`config.mk`:
```
export PLATFORM = sky130hd
export DESIGN_NAME = hazard_control
export DESIGN_NICKNAME = d
export VERILOG_FILES = /design/src/rtl/cpu_types_pkg.sv /design/src/rtl/forward_unit.sv /design/src/rtl/hazard_control.sv
export SDC_FILE = /design/constraint.sdc
export NUM_CORES = 1
export LEC_CHECK = 0
export CAP_MARGIN = 40
export CORE_MARGIN = 4
export CORE_UTILIZATION = 37
export DETAILED_ROUTE_END_ITERATION = 10
export GPL_TIMING_DRIVEN = 0
export HOLD_SLACK_MARGIN = 0.05
export PLACE_DENSITY = 0.88
export SYNTH_ARGS = -nofsm -noshare
export SYNTH_HDL_FRONTEND = slang
export SYNTH_HIERARCHICAL = 1
export SYNTH_SLANG_ARGS = --single-unit
```
`constraint.sdc`:
```
create_clock -name CLK -period 2.5 [get_ports CLK]
set_input_delay 0.5 -clock CLK [delete_from_list [all_inputs] [get_ports CLK]]
set_output_delay 0.5 -clock CLK [all_outputs]
set_load 0.01 [all_outputs]
```
`src/rtl/cpu_types_pkg.sv`:
```
// cpu_types_pkg -- shared types for the pipeline hazard logic.
//   regbits_t : 5-bit architectural register index ($0 is hard-wired zero)
//   hzstate_t : hazard FSM state encoding (RUN, MEM_WAIT, LU_STALL, HALTED)
//   fwd_t     : EX operand source select
//   src_match : true when a non-zero destination feeds a decode-stage source
package cpu_types_pkg;

    typedef logic [4:0] regbits_t;

    typedef enum logic [1:0] {
        RUN      = 2'd0,
        MEM_WAIT = 2'd1,
        LU_STALL = 2'd2,
        HALTED   = 2'd3
    } hzstate_t;

    typedef enum logic [1:0] {
        FWD_RF    = 2'b00,
        FWD_EXMEM = 2'b01,
        FWD_MEMWB = 2'b10
    } fwd_t;

    // $0 never creates a dependency, so a zero destination never matches.
    function automatic logic src_match(input regbits_t dest, input regbits_t rs,
                                       input regbits_t rt, input logic uses_rt);
        return (dest != '0) && ((dest == rs) || (uses_rt && (dest == rt)));
    endfunction

endpackage

```
`src/rtl/forward_unit.sv`:
```
// forward_unit -- combinational EX operand bypass select.
//   ex_rs/ex_rt           : source registers of the instruction in EX
//   mem_dest/mem_RegWEN   : pending write in EX/MEM (newest, wins)
//   wb_dest/wb_RegWEN     : pending write in MEM/WB
//   fwdA/fwdB             : operand select for rs / rt
module forward_unit
    import cpu_types_pkg::*;
(
    input  regbits_t ex_rs,
    input  regbits_t ex_rt,
    input  regbits_t mem_dest,
    input  logic     mem_RegWEN,
    input  regbits_t wb_dest,
    input  logic     wb_RegWEN,
    output fwd_t     fwdA,
    output fwd_t     fwdB
);

    function automatic fwd_t pick(input regbits_t src);
        if (mem_RegWEN && (mem_dest == src) && (src != '0))
            return FWD_EXMEM;
        else if (wb_RegWEN && (wb_dest == src) && (src != '0))
            return FWD_MEMWB;
        else
            return FWD_RF;
    endfunction

    assign fwdA = pick(ex_rs);
    assign fwdB = pick(ex_rt);

endmodule

```
`src/rtl/hazard_control.sv`:
```
// hazard_control -- pipeline stall/flush/forward control for a 5-stage core.
//   CLK, RST (async, active high)
//   ihit, dhit                : fetch / data access completion
//   mem_dREN, mem_dWEN        : data request pending in EX/MEM
//   dec_*                     : IF/ID source registers
//   ex_*, mem_*, wb_*         : downstream destination / write-enable fields
//   br_taken, halt_wb         : redirect in EX, halt retired in MEM/WB
//   *_en, *_flush             : pipeline register enables and bubble inserts
//   fwdA, fwdB                : EX operand select
//   stall_cnt, state          : saturating stall counter, FSM state
// Build option: HAZARD_FORWARD_EN enables bypassing; without it every RAW
// dependency on an in-flight writer is resolved by stalling.
module hazard_control
    import cpu_types_pkg::*;
#(
    parameter int STALL_CNT_W = 16
)(
    input  logic                   CLK,
    input  logic                   RST,
    input  logic                   ihit,
    input  logic                   dhit,
    input  logic                   mem_dREN,
    input  logic                   mem_dWEN,
    input  regbits_t               dec_rs,
    input  regbits_t               dec_rt,
    input  logic                   dec_uses_rt,
    input  regbits_t               ex_rs,
    input  regbits_t               ex_rt,
    input  regbits_t               ex_dest,
    input  logic                   ex_RegWEN,
    input  logic                   ex_dREN,
    input  regbits_t               mem_dest,
    input  logic                   mem_RegWEN,
    input  regbits_t               wb_dest,
    input  logic                   wb_RegWEN,
    input  logic                   br_taken,
    input  logic                   halt_wb,
    output logic                   pc_en,
    output logic                   ifid_en,
    output logic                   idex_en,
    output logic                   exmem_en,
    output logic                   memwb_en,
    output logic                   ifid_flush,
    output logic                   idex_flush,
    output logic [1:0]             fwdA,
    output logic [1:0]             fwdB,
    output logic [STALL_CNT_W-1:0] stall_cnt,
    output logic [1:0]             state
);

    hzstate_t cur, nxt;
    logic     data_wait, raw_stall;

    assign data_wait = (mem_dREN || mem_dWEN) && !dhit;

`ifdef HAZARD_FORWARD_EN
    fwd_t fa, fb;
    logic unused_raw;

    forward_unit u_fwd (
        .ex_rs      (ex_rs),
        .ex_rt      (ex_rt),
        .mem_dest   (mem_dest),
        .mem_RegWEN (mem_RegWEN),
        .wb_dest    (wb_dest),
        .wb_RegWEN  (wb_RegWEN),
        .fwdA       (fa),
        .fwdB       (fb)
    );

    assign fwdA = RST ? FWD_RF : fa;
    assign fwdB = RST ? FWD_RF : fb;

    // Only a load in EX must stall. In LU_STALL the EX slot holds the bubble
    // we just inserted, so the same load is never bubbled twice.
    assign raw_stall  = ex_dREN && (cur != LU_STALL) &&
                        src_match(ex_dest, dec_rs, dec_rt, dec_uses_rt);
    assign unused_raw = ^{ex_RegWEN, mem_dest[0]};
`else
    logic unused_fwd;

    assign fwdA = FWD_RF;
    assign fwdB = FWD_RF;

    // No bypass: hold decode as long as any in-flight writer targets a source.
    assign raw_stall  = ((ex_RegWEN || ex_dREN) &&
                         src_match(ex_dest, dec_rs, dec_rt, dec_uses_rt)) ||
                        (mem_RegWEN &&
                         src_match(mem_dest, dec_rs, dec_rt, dec_uses_rt));
    assign unused_fwd = ^{ex_rs, ex_rt, wb_dest, wb_RegWEN};
`endif

    // Priority: halt > data wait > branch > load-use > fetch miss.
    always_comb begin
        pc_en      = 1'b0;
        ifid_en    = 1'b0;
        idex_en    = 1'b0;
        exmem_en   = 1'b0;
        memwb_en   = 1'b0;
        ifid_flush = 1'b0;
        idex_flush = 1'b0;
        nxt        = cur;
        if (RST) begin
            nxt = RUN;
        end else if (cur == HALTED || halt_wb) begin
            nxt = HALTED;
        end else if (data_wait) begin
            nxt = MEM_WAIT;
        end else begin
            pc_en    = 1'b1;
            ifid_en  = 1'b1;
            idex_en  = 1'b1;
            exmem_en = 1'b1;
            memwb_en = 1'b1;
            nxt      = RUN;
            if (br_taken) begin
                ifid_flush = 1'b1;
                idex_flush = 1'b1;
            end else if (raw_stall) begin
                pc_en      = 1'b0;
                ifid_en    = 1'b0;
                idex_flush = 1'b1;
                nxt        = LU_STALL;
            end else if (!ihit) begin
                pc_en      = 1'b0;
                ifid_flush = 1'b1;
            end
        end
    end

    always_ff @(posedge CLK or posedge RST) begin
        if (RST) begin
            cur       <= RUN;
            stall_cnt <= '0;
        end else begin
            cur <= nxt;
            if (!pc_en && (cur != HALTED) && (stall_cnt != '1))
                stall_cnt <= stall_cnt + STALL_CNT_W'(1);
        end
    end

    assign state = cur;

endmodule

```
==> reports/qor.yml <==
utilization_pct: 66.48
setup_viol: 1
globalplace.congestion: 0.7822
antenna_left: 0
outcome: "finished, violations left"
rows: 20
finClkSkew_ns: 0.008947
syn_avg_cell_area_um2: 9.276
cp.required_ns: 2.00
core-area_um2: 3128
fin_area_um2: 2079
fin_ws_ns: -0.003203
critPathLaunchType: "input port"
dpl.hpwl_um: 2673
async_flop_share_pct: 100.0
cp_max_fo: 3
grt_pass1_wl_um: 5920
netlist.area_leader.share_pct: 36.51
worstHoldPathType: "reg2reg"
worst_pin_slew_ns: 0.6721
cts_buffer_depth: 2
grt_usage_pct: 17.73
netlist_top_cells_area: "dfrtp_1 37%, xor2_1 18%, xnor2_1 6.4%, buf_4 4.3%, nor2_1 3.7%"
tns_ns: -0.003203
violations: "setup timing"
h-tree-depth: 1
max_slew_margin_pct: 55.15
drv_cap: 0
synthTopCellsByCount: "26 x xor2_1, 18 x dfrtp_1, 12 x nor2_1"
port_buffers: 56
cts_buffers: 3
root_buffer: "clkbuf_4"
routed_wl_um: 3738
yosysSeqAreaShare_pct: 36.51
grt_pass1_vias: 1272
drc: 0
p_leak_uw: 0.0009368
ys_types: 30
place_area_um2: 1861
vias: 1217
initial_utilization_pct: 39.44
yosysTopAreaCell: "dfrtp_1"
antenna_cells: 0
max_freq_ghz: 0.3995
worstSetupPathType: "in2out"
die_x_um: 65.75
rsz0062_at_grt: "true"
grt_antenna_before_repair: 0
vdd_drop_max_v: 0.0002605
hold_viol_final: 0
synth_ff_type: "dfrtp_1"
die_area_um2: 4322
period_share_pct: 100.1
vias_per_cell: 4.791
synthCells: 133
die_h_um: 65.75
ys_ff_latch: 18
io_pins: 77
gr-total-overflow: 0
crit_path_end_kind: "output pin"
clock_latency_ns: 0.31
postCtsHoldBufs: 0
slowest_stage: "dlygate4sd2_1"
crit_arrival_ns: 2.00
first_pass_iters: 4
numClockSinks: 18
synth_most_common_cell: "xor2_1"
yosys_warnings: 6
drtIter0Drc: 58
clk_pin_slew_ns: 0.10
powerDensity_nw_per_um2: 538.8
nets: 260
synth_edf_count: 0
syn_area_um2: 1234
grt_max_degree: 19
cpPeakStageDelay_ns: 0.27
fill_cells: 245
final_layout_size_suffix_gt1_share_pct: 30.95
path_cells: "dlygate4sd2_1, xor2_1, nor3_1, a32oi_1, buf_4, o22a_4, a21oi_2, nor3_2, buf_2"
drv_slew: 0
min_period_ns: 2.503
wl_per_cell_um: 14.72
cts_tree: "done"
area_delta_synth_final_pct: 68.56
## logic make-up after synthesis
family          after synthesis  share of synthesized area [%]
compound gates               18                          11.56
other cells                   1                         0.3040
buf+inv                      10                          5.172
xor+xnor                     35                          24.85
fa+ha+maj                     1                          1.014
flops                        18                          36.51
simple gates                 49                          19.67
mux                           1                         0.9127
## layout by cell type (no fill, tap or decap), types with 2 or more instances in the layout
master           count
a21oi_1              3
and2_1               2
dlygate4sd2_1        5
xor2_1              24
dfrtp_1             18
nor3_2               2
clkdlybuf4s15_1      2
xnor2_1              9
buf_4               23
a21oi_2              2
o21ai_2              2
nand3_1              7
nor3_1               6
and3_1               2
conb_1               4
or4_4                2
buf_6                6
a32oi_1              2
nor2_1              10
nand2_1              9
clkbuf_4             3
inv_1                3
nand4_1              2
clkdlybuf4s50_1     30
o21a_1               2
buf_2                8
## registers in the layout, indices dropped and copies added (netlist names)
name / cells
state: 2
stall_cnt: 16
## routing by layer
layer	up-vias	routed length, um	GRT usage (%)	part of all wire (%)
li1	602	-	-	-
met1	565	1524	22.36	41
met2	41	1953	29.79	52
met3	9	161	2.564	4.3
met4	0	98	7.772	2.6
met5	-	0	0	0
## final timing paths
check / start / endpoint / slack (ns) / cells past startpoint
worst min register to register: stall_cnt[8] / stall_cnt[8] / 0.50 / 1
min in group asynchronous: RST / state[0] / 0.82 / 2
max in group asynchronous: RST / stall_cnt[7] / 1.24 / 2
worst min-delay path: stall_cnt[8] / stall_cnt[8] / 0.50 / 1
worst max register to register: stall_cnt[3] / stall_cnt[1] / 0.50 / 7
worst max-delay path: dec_rs[4] / pc_en / -0.003 / 9
## where the power goes
part / internal, uW / switching (uW) / leakage, uW
combinational: 274 / 229 / 0.000686
sequential: 355 / 74.1 / 0.000230
clock: 88.9 / 98.8 / 0.0000210
## stage by stage
step	hold slack, ns	total power [uW]	instances	setup slack (ns)
after floorplan	0.4386	650.0	136	0.2723
after global placement	0.4723	886.4	236	-0.7647
after detailed placement	0.4844	901.4	236	-0.7569
after CTS	0.5023	1094	252	-0.0003988
after global routing	0.5471	1191	254	-0.05696
final	0.4985	1120	254	-0.003203
## cell type report
class | instances | area (um2) | share of cell area [%]
buffer | 7 | 52.55 | 2.527
clock buffer | 4 | 36.28 | 1.745
inverter | 3 | 11.26 | 0.5415
multi-input combinational | 108 | 853.3 | 41.03
sequential | 18 | 450.4 | 21.66
tap | 44 | 55.05 | 2.647
timing repair buffer | 70 | 620.6 | 29.84
## critical path, delay by kind of cell
family / cells / cell delay, ns
compound gates: 3 / 0.53
simple gates: 2 / 0.21
buf+inv: 3 / 0.59
xor+xnor: 1 / 0.17
## timing repair
action / 4_1_cts / 5_1_grt
resized for setup: 93 / 23
buffers inserted: 12 / 2
setup endpoints to repair: 7 / 6
pin swaps: 18 / 13
cloned: 0 / 0
(Power assumes the default switching activity.)
